File: src/rtl/config_menu_engine.sv
// config_menu_engine: keypad-driven settings menu. Edits bounded fields,
// auto-repeats held keys and renders values as decimal text over valid/ready.
//
// Ports:
//   clk_in, rst_n_in          clock, async active-low reset
//   key_state_in              raw key levels (1 = pressed)
//   menu_req_in               pulse: give the keypad to the menu
//   refresh_in                pulse: re-render every field
//   wr_ready_in               text buffer accepts a write
//   wr_valid_out/addr/data    registered text-buffer write port
//   ptr_index_out             selected row
//   active_processor_out      1 = processor owns the keypad
//   fields_out                packed current field values
//   busy_out                  converting or writing
module config_menu_engine #(
  parameter int NUM_FIELDS = 13,
  parameter int FIELD_W = 8,
  parameter int DIGITS = 3,
  parameter int KEY_W = 16,
  parameter int ADDR_W = 10,
  parameter int KEY_UP = 5,
  parameter int KEY_DOWN = 8,
  parameter int KEY_DEC = 4,
  parameter int KEY_INC = 6,
  parameter int KEY_EXIT = 0,
  parameter logic [NUM_FIELDS*FIELD_W-1:0] FIELD_MIN = '0,
  parameter logic [NUM_FIELDS*FIELD_W-1:0] FIELD_MAX = '1,
  parameter logic [NUM_FIELDS*FIELD_W-1:0] FIELD_RST = '0,
  parameter logic [NUM_FIELDS*ADDR_W-1:0] FIELD_ADDR = '0,
  parameter logic [NUM_FIELDS-1:0] WRAP_MASK = '1,
  parameter logic [7:0] CHAR_BASE = 8'd0,
  parameter logic [23:0] HOLD_CYCLES = 24'd8_000_000,
  parameter logic [23:0] REPEAT_CYCLES = 24'd2_000_000,
  localparam int PTR_W =
    (NUM_FIELDS > 1) ? $clog2(NUM_FIELDS) : 1
) (
  input  logic clk_in,
  input  logic rst_n_in,
  input  logic [KEY_W-1:0] key_state_in,
  input  logic menu_req_in,
  input  logic refresh_in,
  input  logic wr_ready_in,
  output logic wr_valid_out,
  output logic [ADDR_W-1:0] wr_addr_out,
  output logic [7:0] wr_data_out,
  output logic [PTR_W-1:0] ptr_index_out,
  output logic active_processor_out,
  output logic [NUM_FIELDS*FIELD_W-1:0] fields_out,
  output logic busy_out
);

  function automatic int dec_digits(int w);
    longint v;
    int n;
    v = (longint'(1) << w) - 1;
    n = 1;
    while (v >= 10) begin
      v = v / 10;
      n++;
    end
    return n;
  endfunction

  localparam int DD_MIN = dec_digits(FIELD_W);
  localparam int DD_N =
    (DD_MIN > DIGITS) ? DD_MIN : DIGITS;
  localparam int BCD_W = 4 * DD_N;
  localparam int CNT_W = $clog2(FIELD_W + 1);
  localparam int BEAT_W = $clog2(DIGITS + 1);
  localparam logic [PTR_W-1:0] LAST =
    PTR_W'(NUM_FIELDS - 1);

  localparam int K_UP = 0;
  localparam int K_DN = 1;
  localparam int K_EX = 2;
  localparam int K_DE = 3;
  localparam int K_IN = 4;
  localparam logic [4:0] RPT_MASK = 5'b11011;

  typedef enum logic [1:0] {
    S_IDLE,
    S_CONVERT,
    S_WRITE
  } state_e;

  function automatic logic [BCD_W+FIELD_W-1:0] dd_step(
    input logic [BCD_W-1:0] bcd,
    input logic [FIELD_W-1:0] bin
  );
    logic [BCD_W-1:0] b;
    b = bcd;
    for (int i = 0; i < DD_N; i++) begin
      if (b[4*i +: 4] >= 4'd5)
        b[4*i +: 4] = b[4*i +: 4] + 4'd3;
    end
    return {b, bin} << 1;
  endfunction

  function automatic logic [7:0] to_char(
    input logic [BCD_W-1:0] bcd,
    input int idx
  );
    logic [3:0] d;
    d = bcd[4*idx +: 4];
    return CHAR_BASE + {4'd0, d};
  endfunction

  state_e state_q, state_d;
  logic [4:0] key_w, sync_q, prev_q;
  logic [4:0] press, held, evt;
  logic [23:0] rcnt_q, rcnt_d, thr;
  logic rph_q, rph_d, fire;
  logic [FIELD_W-1:0] fld_q [NUM_FIELDS];
  logic [FIELD_W-1:0] fld_d [NUM_FIELDS];
  logic [PTR_W-1:0] ptr_q, ptr_d, cf_q, cf_d;
  logic act_q, act_d, rfsh_q, rfsh_d;
  logic [FIELD_W-1:0] bin_q, bin_d;
  logic [BCD_W-1:0] bcd_q, bcd_d;
  logic [CNT_W-1:0] cnt_q, cnt_d;
  logic [BEAT_W-1:0] beat_q, beat_d;
  logic vld_q, vld_d;
  logic [ADDR_W-1:0] addr_q, addr_d;
  logic [7:0] data_q, data_d;
  logic [FIELD_W-1:0] cur, mn, mx, nv;
  logic wrap;
  logic [BCD_W+FIELD_W-1:0] dd;
  logic unused_keys;

  assign unused_keys = ^key_state_in;
  assign key_w = {key_state_in[KEY_INC],
                  key_state_in[KEY_DEC],
                  key_state_in[KEY_EXIT],
                  key_state_in[KEY_DOWN],
                  key_state_in[KEY_UP]};

  assign press = sync_q & ~prev_q;
  assign held = sync_q & prev_q & RPT_MASK;
  assign thr = rph_q ? REPEAT_CYCLES : HOLD_CYCLES;
  assign fire = (|held) && (rcnt_q == thr - 24'd1);
  assign evt = press | (fire ? held : 5'd0);

  always_comb begin
    state_d = state_q;
    rcnt_d = rcnt_q;
    rph_d = rph_q;
    fld_d = fld_q;
    ptr_d = ptr_q;
    cf_d = cf_q;
    act_d = act_q;
    rfsh_d = rfsh_q;
    bin_d = bin_q;
    bcd_d = bcd_q;
    cnt_d = cnt_q;
    beat_d = beat_q;
    vld_d = vld_q;
    addr_d = addr_q;
    data_d = data_q;

    cur = fld_q[ptr_q];
    mn = FIELD_MIN[int'(ptr_q)*FIELD_W +: FIELD_W];
    mx = FIELD_MAX[int'(ptr_q)*FIELD_W +: FIELD_W];
    wrap = WRAP_MASK[ptr_q];
    if (evt[K_DE])
      nv = (cur <= mn) ? (wrap ? mx : cur)
                       : cur - FIELD_W'(1);
    else
      nv = (cur >= mx) ? (wrap ? mn : cur)
                       : cur + FIELD_W'(1);
    dd = dd_step(bcd_q, bin_q);

    // One shared hold counter; restarts whenever
    // no repeatable key is held.
    if (!(|held)) begin
      rcnt_d = '0;
      rph_d = 1'b0;
    end else if (fire) begin
      rcnt_d = '0;
      rph_d = 1'b1;
    end else begin
      rcnt_d = rcnt_q + 24'd1;
    end

    unique case (state_q)
      S_IDLE: begin
        if (!act_q && evt[K_UP]) begin
          ptr_d = (ptr_q == '0) ? LAST
                                : ptr_q - PTR_W'(1);
        end else if (!act_q && evt[K_DN]) begin
          ptr_d = (ptr_q == LAST) ? '0
                                  : ptr_q + PTR_W'(1);
        end else if (!act_q && evt[K_EX]) begin
          act_d = 1'b1;
        end else if (!act_q &&
                     (evt[K_DE] || evt[K_IN])) begin
          fld_d[ptr_q] = nv;
          bin_d = nv;
          bcd_d = '0;
          cnt_d = '0;
          cf_d = ptr_q;
          rfsh_d = 1'b0;
          state_d = S_CONVERT;
        end else if (refresh_in) begin
          bin_d = fld_q[0];
          bcd_d = '0;
          cnt_d = '0;
          cf_d = '0;
          rfsh_d = 1'b1;
          state_d = S_CONVERT;
        end
      end
      S_CONVERT: begin
        bcd_d = dd[BCD_W+FIELD_W-1:FIELD_W];
        bin_d = dd[FIELD_W-1:0];
        cnt_d = cnt_q + CNT_W'(1);
        if (cnt_q == CNT_W'(FIELD_W - 1)) begin
          state_d = S_WRITE;
          beat_d = '0;
          vld_d = 1'b1;
          addr_d =
            FIELD_ADDR[int'(cf_q)*ADDR_W +: ADDR_W];
          data_d = to_char(
            dd[BCD_W+FIELD_W-1:FIELD_W], DIGITS - 1);
        end
      end
      S_WRITE: begin
        if (vld_q && wr_ready_in) begin
          if (beat_q == BEAT_W'(DIGITS - 1)) begin
            vld_d = 1'b0;
            if (rfsh_q && cf_q != LAST) begin
              cf_d = cf_q + PTR_W'(1);
              bin_d = fld_q[cf_q + PTR_W'(1)];
              bcd_d = '0;
              cnt_d = '0;
              state_d = S_CONVERT;
            end else begin
              rfsh_d = 1'b0;
              state_d = S_IDLE;
            end
          end else begin
            beat_d = beat_q + BEAT_W'(1);
            addr_d = addr_q + ADDR_W'(1);
            data_d = to_char(
              bcd_q, DIGITS - 2 - int'(beat_q));
          end
        end
      end
      default: state_d = S_IDLE;
    endcase

    if (menu_req_in) act_d = 1'b0;
  end

  always_ff @(posedge clk_in or negedge rst_n_in) begin
    if (!rst_n_in) begin
      state_q <= S_IDLE;
      sync_q <= '0;
      prev_q <= '0;
      rcnt_q <= '0;
      rph_q <= 1'b0;
      for (int i = 0; i < NUM_FIELDS; i++)
        fld_q[i] <= FIELD_RST[i*FIELD_W +: FIELD_W];
      ptr_q <= '0;
      cf_q <= '0;
      act_q <= 1'b1;
      rfsh_q <= 1'b0;
      bin_q <= '0;
      bcd_q <= '0;
      cnt_q <= '0;
      beat_q <= '0;
      vld_q <= 1'b0;
      addr_q <= '0;
      data_q <= '0;
    end else begin
      state_q <= state_d;
      sync_q <= key_w;
      prev_q <= sync_q;
      rcnt_q <= rcnt_d;
      rph_q <= rph_d;
      fld_q <= fld_d;
      ptr_q <= ptr_d;
      cf_q <= cf_d;
      act_q <= act_d;
      rfsh_q <= rfsh_d;
      bin_q <= bin_d;
      bcd_q <= bcd_d;
      cnt_q <= cnt_d;
      beat_q <= beat_d;
      vld_q <= vld_d;
      addr_q <= addr_d;
      data_q <= data_d;
    end
  end

  assign wr_valid_out = vld_q;
  assign wr_addr_out = addr_q;
  assign wr_data_out = data_q;
  assign ptr_index_out = ptr_q;
  assign active_processor_out = act_q;
  assign busy_out = (state_q != S_IDLE);

  for (genvar g = 0; g < NUM_FIELDS; g++) begin : g_fo
    assign fields_out[g*FIELD_W +: FIELD_W] = fld_q[g];
  end

endmodule

File: config.mk
export PLATFORM = sky130hd
export DESIGN_NAME = config_menu_engine
export DESIGN_NICKNAME = d
export VERILOG_FILES = /design/src/rtl/config_menu_engine.sv
export SDC_FILE = /design/constraint.sdc
export NUM_CORES = 1
export LEC_CHECK = 0
export BUFFER_PORTS_ARGS = -buffer_cell sky130_fd_sc_hd__buf_2
export CORE_MARGIN = 3
export CORE_UTILIZATION = 35
export DETAILED_ROUTE_END_ITERATION = 16
export PLACE_DENSITY = 0.65
export SLEW_MARGIN = 5
export SYNTH_ARGS = -nofsm -noshare
export SYNTH_HDL_FRONTEND = slang
export SYNTH_SLANG_ARGS = --single-unit
File: constraint.sdc
create_clock -name clk_in -period 4.65 [get_ports clk_in]
set_input_delay 0.465 -clock clk_in [delete_from_list [all_inputs] [get_ports clk_in]]
set_output_delay 0.465 -clock clk_in [all_outputs]
set_load 0.005 [all_outputs]
# ---- Word-level counts from Yosys, hierarchy flattened
# Memory sizes are Yosys's and may differ from the RTL's.
# Index checks and enable logic that the tools add are counted.
dict set report word_totals {
  ff_bits 196
  rom_bits 16
  output_inout_bits 129
  word_cells 219
  n_memories 1
}
dict set report classes {
  add_sub_neg 14
  multipliers 1
  order_cmp 9
  eq_ne 20
  n_shift 4
  muxes 103
  n_bitwise 9
  n_reduce_logical 29
}
# memory depth width read_ports rd_clocked_by_memory_dff write_ports line
set memory_table {}
lappend memory_table {{(no name shown)} 16 1 1 0 0 162} ;# wrap = WRAP_MASK[ptr_q];
# op n
set op_table {}
lappend op_table {{indexed part select 104 x 8 -> 8 bit (first input constant)} 2}
lappend op_table {{two-way mux 8 bit} 21}
lappend op_table {{indexed part select 130 x 9 -> 10 bit (first input constant)} 1}
lappend op_table {{bitwise mux 104 bit} 1}
lappend op_table {{two-way mux 12 bit} 8}
lappend op_table {{two-way mux 4 bit} 21}
lappend op_table {{binary-select mux 8 bit (select 4 bit)} 2}
lappend op_table {{two-way mux 24 bit} 2}
lappend op_table {{case mux 12 bit (3 select lines)} 1}
lappend op_table {{demux 8 bit (select 4 bit)} 1}
lappend op_table {{two-way mux 10 bit} 3}
lappend op_table {{adder 24 x 1 -> 24 bit (second input constant)} 1}
lappend op_table {{equality test 24 bit} 1}
lappend op_table {{inequality test 2 bit (second input constant)} 12}
lappend op_table {{case mux 8 bit (3 select lines)} 1}
lappend op_table {{AND reduction 8 bit} 3}
lappend op_table {{subtractor 23 x 1 -> 24 bit (second input constant)} 1}
lappend op_table {{two-way mux 23 bit} 1}
lappend op_table {{two-way mux 2 bit} 11}
lappend op_table {{two-way mux 1 bit} 20}
lappend op_table {{case mux 10 bit (2 select lines)} 1}
lappend op_table {{case mux 8 bit (2 select lines)} 1}
lappend op_table {{adder 4 x 1 -> 4 bit (second input constant)} 3}
lappend op_table {{>= comparator 4 x 3 -> 1 bit (second input constant)} 3}
lappend op_table {{45 further kinds} 67}

# ---- Longest topological paths before layout
dict set report logic_depth {
  ltp_word 13
  mapped_depth 22
  ltp_nobuf 16
}

# ---- Least setup slack after synthesis
# Ideal clock, no wire load.
dict set report synth_path {
  path_kind {flip-flop to flip-flop}
  start {register ptr_q[1], in the netlist ptr_index_out[1]}
  end {register bin_q[5]}
  arrival_time_ps 4137
  required_ps 4568
  setup_slack_ps 431
  path_stages_with_launch 22
  period_less_slack_ps 4219
  cell_sequence {dfrtp_1 > buf_4 > buf_4 > buf_2 > inv_1 > ha_1 > clkbuf_1 > inv_1 > ha_1 > and2_1 > inv_1 > ha_1 > nand2b_1 > a21o_1 > a211oi_1 > o31ai_1 > nand2b_1 > clkbuf_1 > o221ai_1 > a21oi_2 > or3_1 > a31oi_1}
}
dict set report synth_between {
  elab_chain_cells 12
}
# item line
set synth_rtl {}
lappend synth_rtl {{start, declared} 115} ;# logic [PTR_W-1:0] ptr_q, ptr_d, cf_q, cf_d;
lappend synth_rtl {{start signal, assigned} 280} ;# ptr_q <= ptr_d;
lappend synth_rtl {{parallel branches: the longest is 6 deep, another holds >= comparator 8 bit} --}
lappend synth_rtl {{two-way mux 8 bit *} 163} ;# if (evt[K_DE])
lappend synth_rtl {{two-way mux 8 bit *} 193} ;# end else if (!act_q &&
lappend synth_rtl {{two-way mux 8 bit *} 191} ;# end else if (!act_q && evt[K_EX]) begin
lappend synth_rtl {{two-way mux 8 bit *} 188} ;# end else if (!act_q && evt[K_DN]) begin
lappend synth_rtl {{two-way mux 8 bit *} 185} ;# if (!act_q && evt[K_UP]) begin
lappend synth_rtl {{case mux 8 bit (3 select lines) *} 183} ;# unique case (state_q)
lappend synth_rtl {{end signal, assigned} 284} ;# bin_q <= bin_d;
lappend synth_rtl {{end, declared} 117} ;# logic [FIELD_W-1:0] bin_q, bin_d;
# Every way passes the cells marked *. The select of a mux whose other input is x is not followed.
# A chain may end at the register's enable or synchronous reset.

# ---- Worst setup path after layout
dict set report layout_path {
  start {register ptr_q[1], in the netlist ptr_index_out[1]}
  end {register fld_q (netlist bit fields_out[37])}
}
dict set report layout_between {
  elab_chain_cells 8
}
# item line
set layout_rtl {}
lappend layout_rtl {{parallel branches: the longest is 7 deep, another holds >= comparator 8 bit} --}
lappend layout_rtl {{bitwise mux 104 bit *} 195} ;# fld_d[ptr_q] = nv;
lappend layout_rtl {{end signal, assigned by index} 261} ;# fld_q[i] <= FIELD_RST[i*FIELD_W +: FIELD_W];
lappend layout_rtl {{end signal, assigned} 279} ;# fld_q <= fld_d;
lappend layout_rtl {{end, declared} 113} ;# logic [FIELD_W-1:0] fld_q [NUM_FIELDS];
# Marks and branches as above.

==> metrics.cfg <==
[worst_setup_path]
worst-setup-path-type = reg -> reg
startpoint_type = register
required_ns = 4.98
cp-end-kind = register
arrival_ns = 4.55
crit_fanout = 17

[sta]
hold_viol = 0
rsz0062_at_grt = false
finalMaxSlewViolations = 0
finalSetupTns_ns = 0
hold_slack_ns = 0.02783
finalSetupViolations = 0
finClkSkew_ns = 0.008988
maxSlewHeadroom = 0.2597
max_freq_mhz = 237.0
post-route-period-util = 0.9073
setup_slack_ns = 0.4310
period_needed_ns = 4.219
tightestPinTransition_ns = 1.108

[die]
core_area_um2 = 31070
rows = 64
die_y_um = 184.8
die_x_um = 184.8
io_pins = 150
die-area_um2 = 34160
initial_core_util = 0.3602

[min_path]
hold_class = in -> async

[synthesis]
syn-mean-instance-area_um2 = 10.17
yosys.area.top_type = dfrtp_1
netlist_area_um2 = 11190
ys.flop_type = dfrtp_1
postSynthCellCount = 1101
async_flop_share = 1.000
ys_warn_count = 0
seq_area_frac_synth = 0.4294
netlist_top_cells_count = dfrtp_1 (191), nand2_1 (122), nor2_1 (83)
synth_most_common_cell = dfrtp_1
synth_edf_count = 0
ys_ff_latch = 192
ys_types = 90
synthDominantCellAreaShare = 0.4271
synth.top_cells.by_area = dfrtp_1 (43%), mux2_2 (7.1%), mux4_2 (5.2%)

[status]
run_status = finished, final reports clean

[routing]
ant_nets = 0
num_vias = 9323
drt_iter0_markers = 792
drcViolationCount = 0
first_pass_iters = 5
wl_per_cell_um = 20.93
vias_per_cell = 5.667
wirelength_um = 34420

[clock_network]
h-tree-depth = 4
cts_tree = yes
clockBufferDepth = 2
clk_pin_slew_ns = 0.07
clock_sinks = 192
cts_root_buf = clkbuf_16
insertion_delay_ns = 0.44
numCtsBuffers = 17

[run]
drv_cap = 0

[final_layout]
nFillCells = 2986
layout.nets = 1289
antennaDiodeCount = 0
design_area_um2 = 13110
area_growth_syn_to_layout_pct = 17.17
drive_gt1_frac = 0.2954

[power_and_ir_drop]
powerDensity_nw_per_um2 = 259.2
p_total_w = 0.003398
peakVddDrop_uv = 245.6
leakage_nw = 6.259

[place]
dp_hpwl_um = 25080
gp_congestion = 0.9307
io_buffers = 134
place_ws_ns = 0.2729
postPlaceCellArea_um2 = 12490

[grt]
grtUsageTotal = 0.2028
grt_pass1_vias = 9059
grt-ovfl-total = 0
grt_pass1_wl_um = 53810
antenna_found_initial = 0
grt_max_degree = 78

-- critical path, stage by stage, from the launching register on --
cell and delay (ns):
dfrtp_2 0.68, mux2_2 0.40, a222oi_1 0.39, nand3_1 0.27, buf_4 0.24, or4_1 0.68
o21a_4 0.29, a221o_1 0.32, a21oi_2 0.48, buf_4 0.26, o21ai_2 0.06
-- power breakdown --
group | switching [W] | internal (W)
clock network | 0.000699 | 0.000875
logic | 0.0000911 | 0.0000341
registers | 0.0000159 | 0.00168
total | 0.000806 | 0.00259
-- cell type report --
type / count / area (um^2) / area share
flip-flops and latches: 192 / 4807 / 0.3666
well taps: 396 / 495.5 / 0.03778
clock inverters: 13 / 175.2 / 0.01336
multi-input cells: 810 / 5957 / 0.4543
repair buffers: 188 / 1135 / 0.08654
inverters: 27 / 101.3 / 0.007728
clock buffers: 19 / 442.9 / 0.03378
-- cell usage in the layout (no fill, tap or decap), drive strengths merged, types with 14 or more instances in the layout --
cell type,n
mux4,26
nand4,20
mux2,81
buf,187
and3,17
o21ai,70
ha,32
mux2i,18
nand2,122
nor2,86
nand3,34
a21oi,73
clkbuf,20
xor2,25
inv,32
a22oi,14
dfrtp,191
-- metal layers --
metal,up-vias,share of wire,GRT usage
met4,0,0.021,0.05072
met1,4593,0.44,0.2851
li1,4278,-,-
met3,48,0.085,0.04949
met2,404,0.45,0.3159
met5,-,0,0
-- worst paths after layout --
kind                       slack [ns]                          to                         start  cells past startpoint
setup / recovery                 0.43  fields_out[37]$_DFFE_PN0P_  ptr_index_out[1]$_DFFE_PN0P_                     10
hold / removal                   0.03  fields_out[27]$_DFFE_PN0P_                      rst_n_in                      1
setup reg to reg                 0.43  fields_out[37]$_DFFE_PN0P_  ptr_index_out[1]$_DFFE_PN0P_                     10
hold reg to reg                  0.38         prev_q[2]$_DFF_PN0_           sync_q[2]$_DFF_PN0_                      0
max in group asynchronous        3.49  fields_out[75]$_DFFE_PN0P_                      rst_n_in                      2
min in group clk_in              0.12         sync_q[4]$_DFF_PN0_               key_state_in[6]                      1
-- kinds of logic after synthesis --
family                   Yosys count  share of synthesized area
multiplexers                     125                     0.1506
buffers and inverters            102                    0.04069
AO/OA/AOI/OAI                    253                     0.1536
XOR/XNOR                          35                    0.02739
AND/OR/NAND/NOR                  361                     0.1622
adder cells (fa/ha/maj)           32                    0.03577
other                              1                  0.0003351
flip-flops                       192                     0.4294
-- through the flow --
step,cells,util
final,1645,0.4221
after global routing,1645,0.4221
after CTS,1645,0.4218
after detailed placement,1613,0.4019
after global placement,1613,0.4019
after floorplan,1104,-
-- flip-flops by register name, indices dropped and copies added, names as in the netlist, 2 cells and up --
| name | flops |
|---|---|
| bcd_q | 12 |
| beat_q | 2 |
| bin_q | 8 |
| cf_q | 4 |
| cnt_q | 4 |
| fields_out | 104 |
| prev_q | 5 |
| ptr_index_out | 4 |
| rcnt_q | 24 |
| state_q | 2 |
| sync_q | 5 |
| wr_addr_out | 10 |
| wr_data_out | 4 |
-- what timing repair did --
action,CTS,global route
setup buffers,0,0
hold buffers,0,0
endpoints found under the setup margin,0,10
gates resized for setup,0,2
No activity file was read; power rests on OpenSTA's default activity.
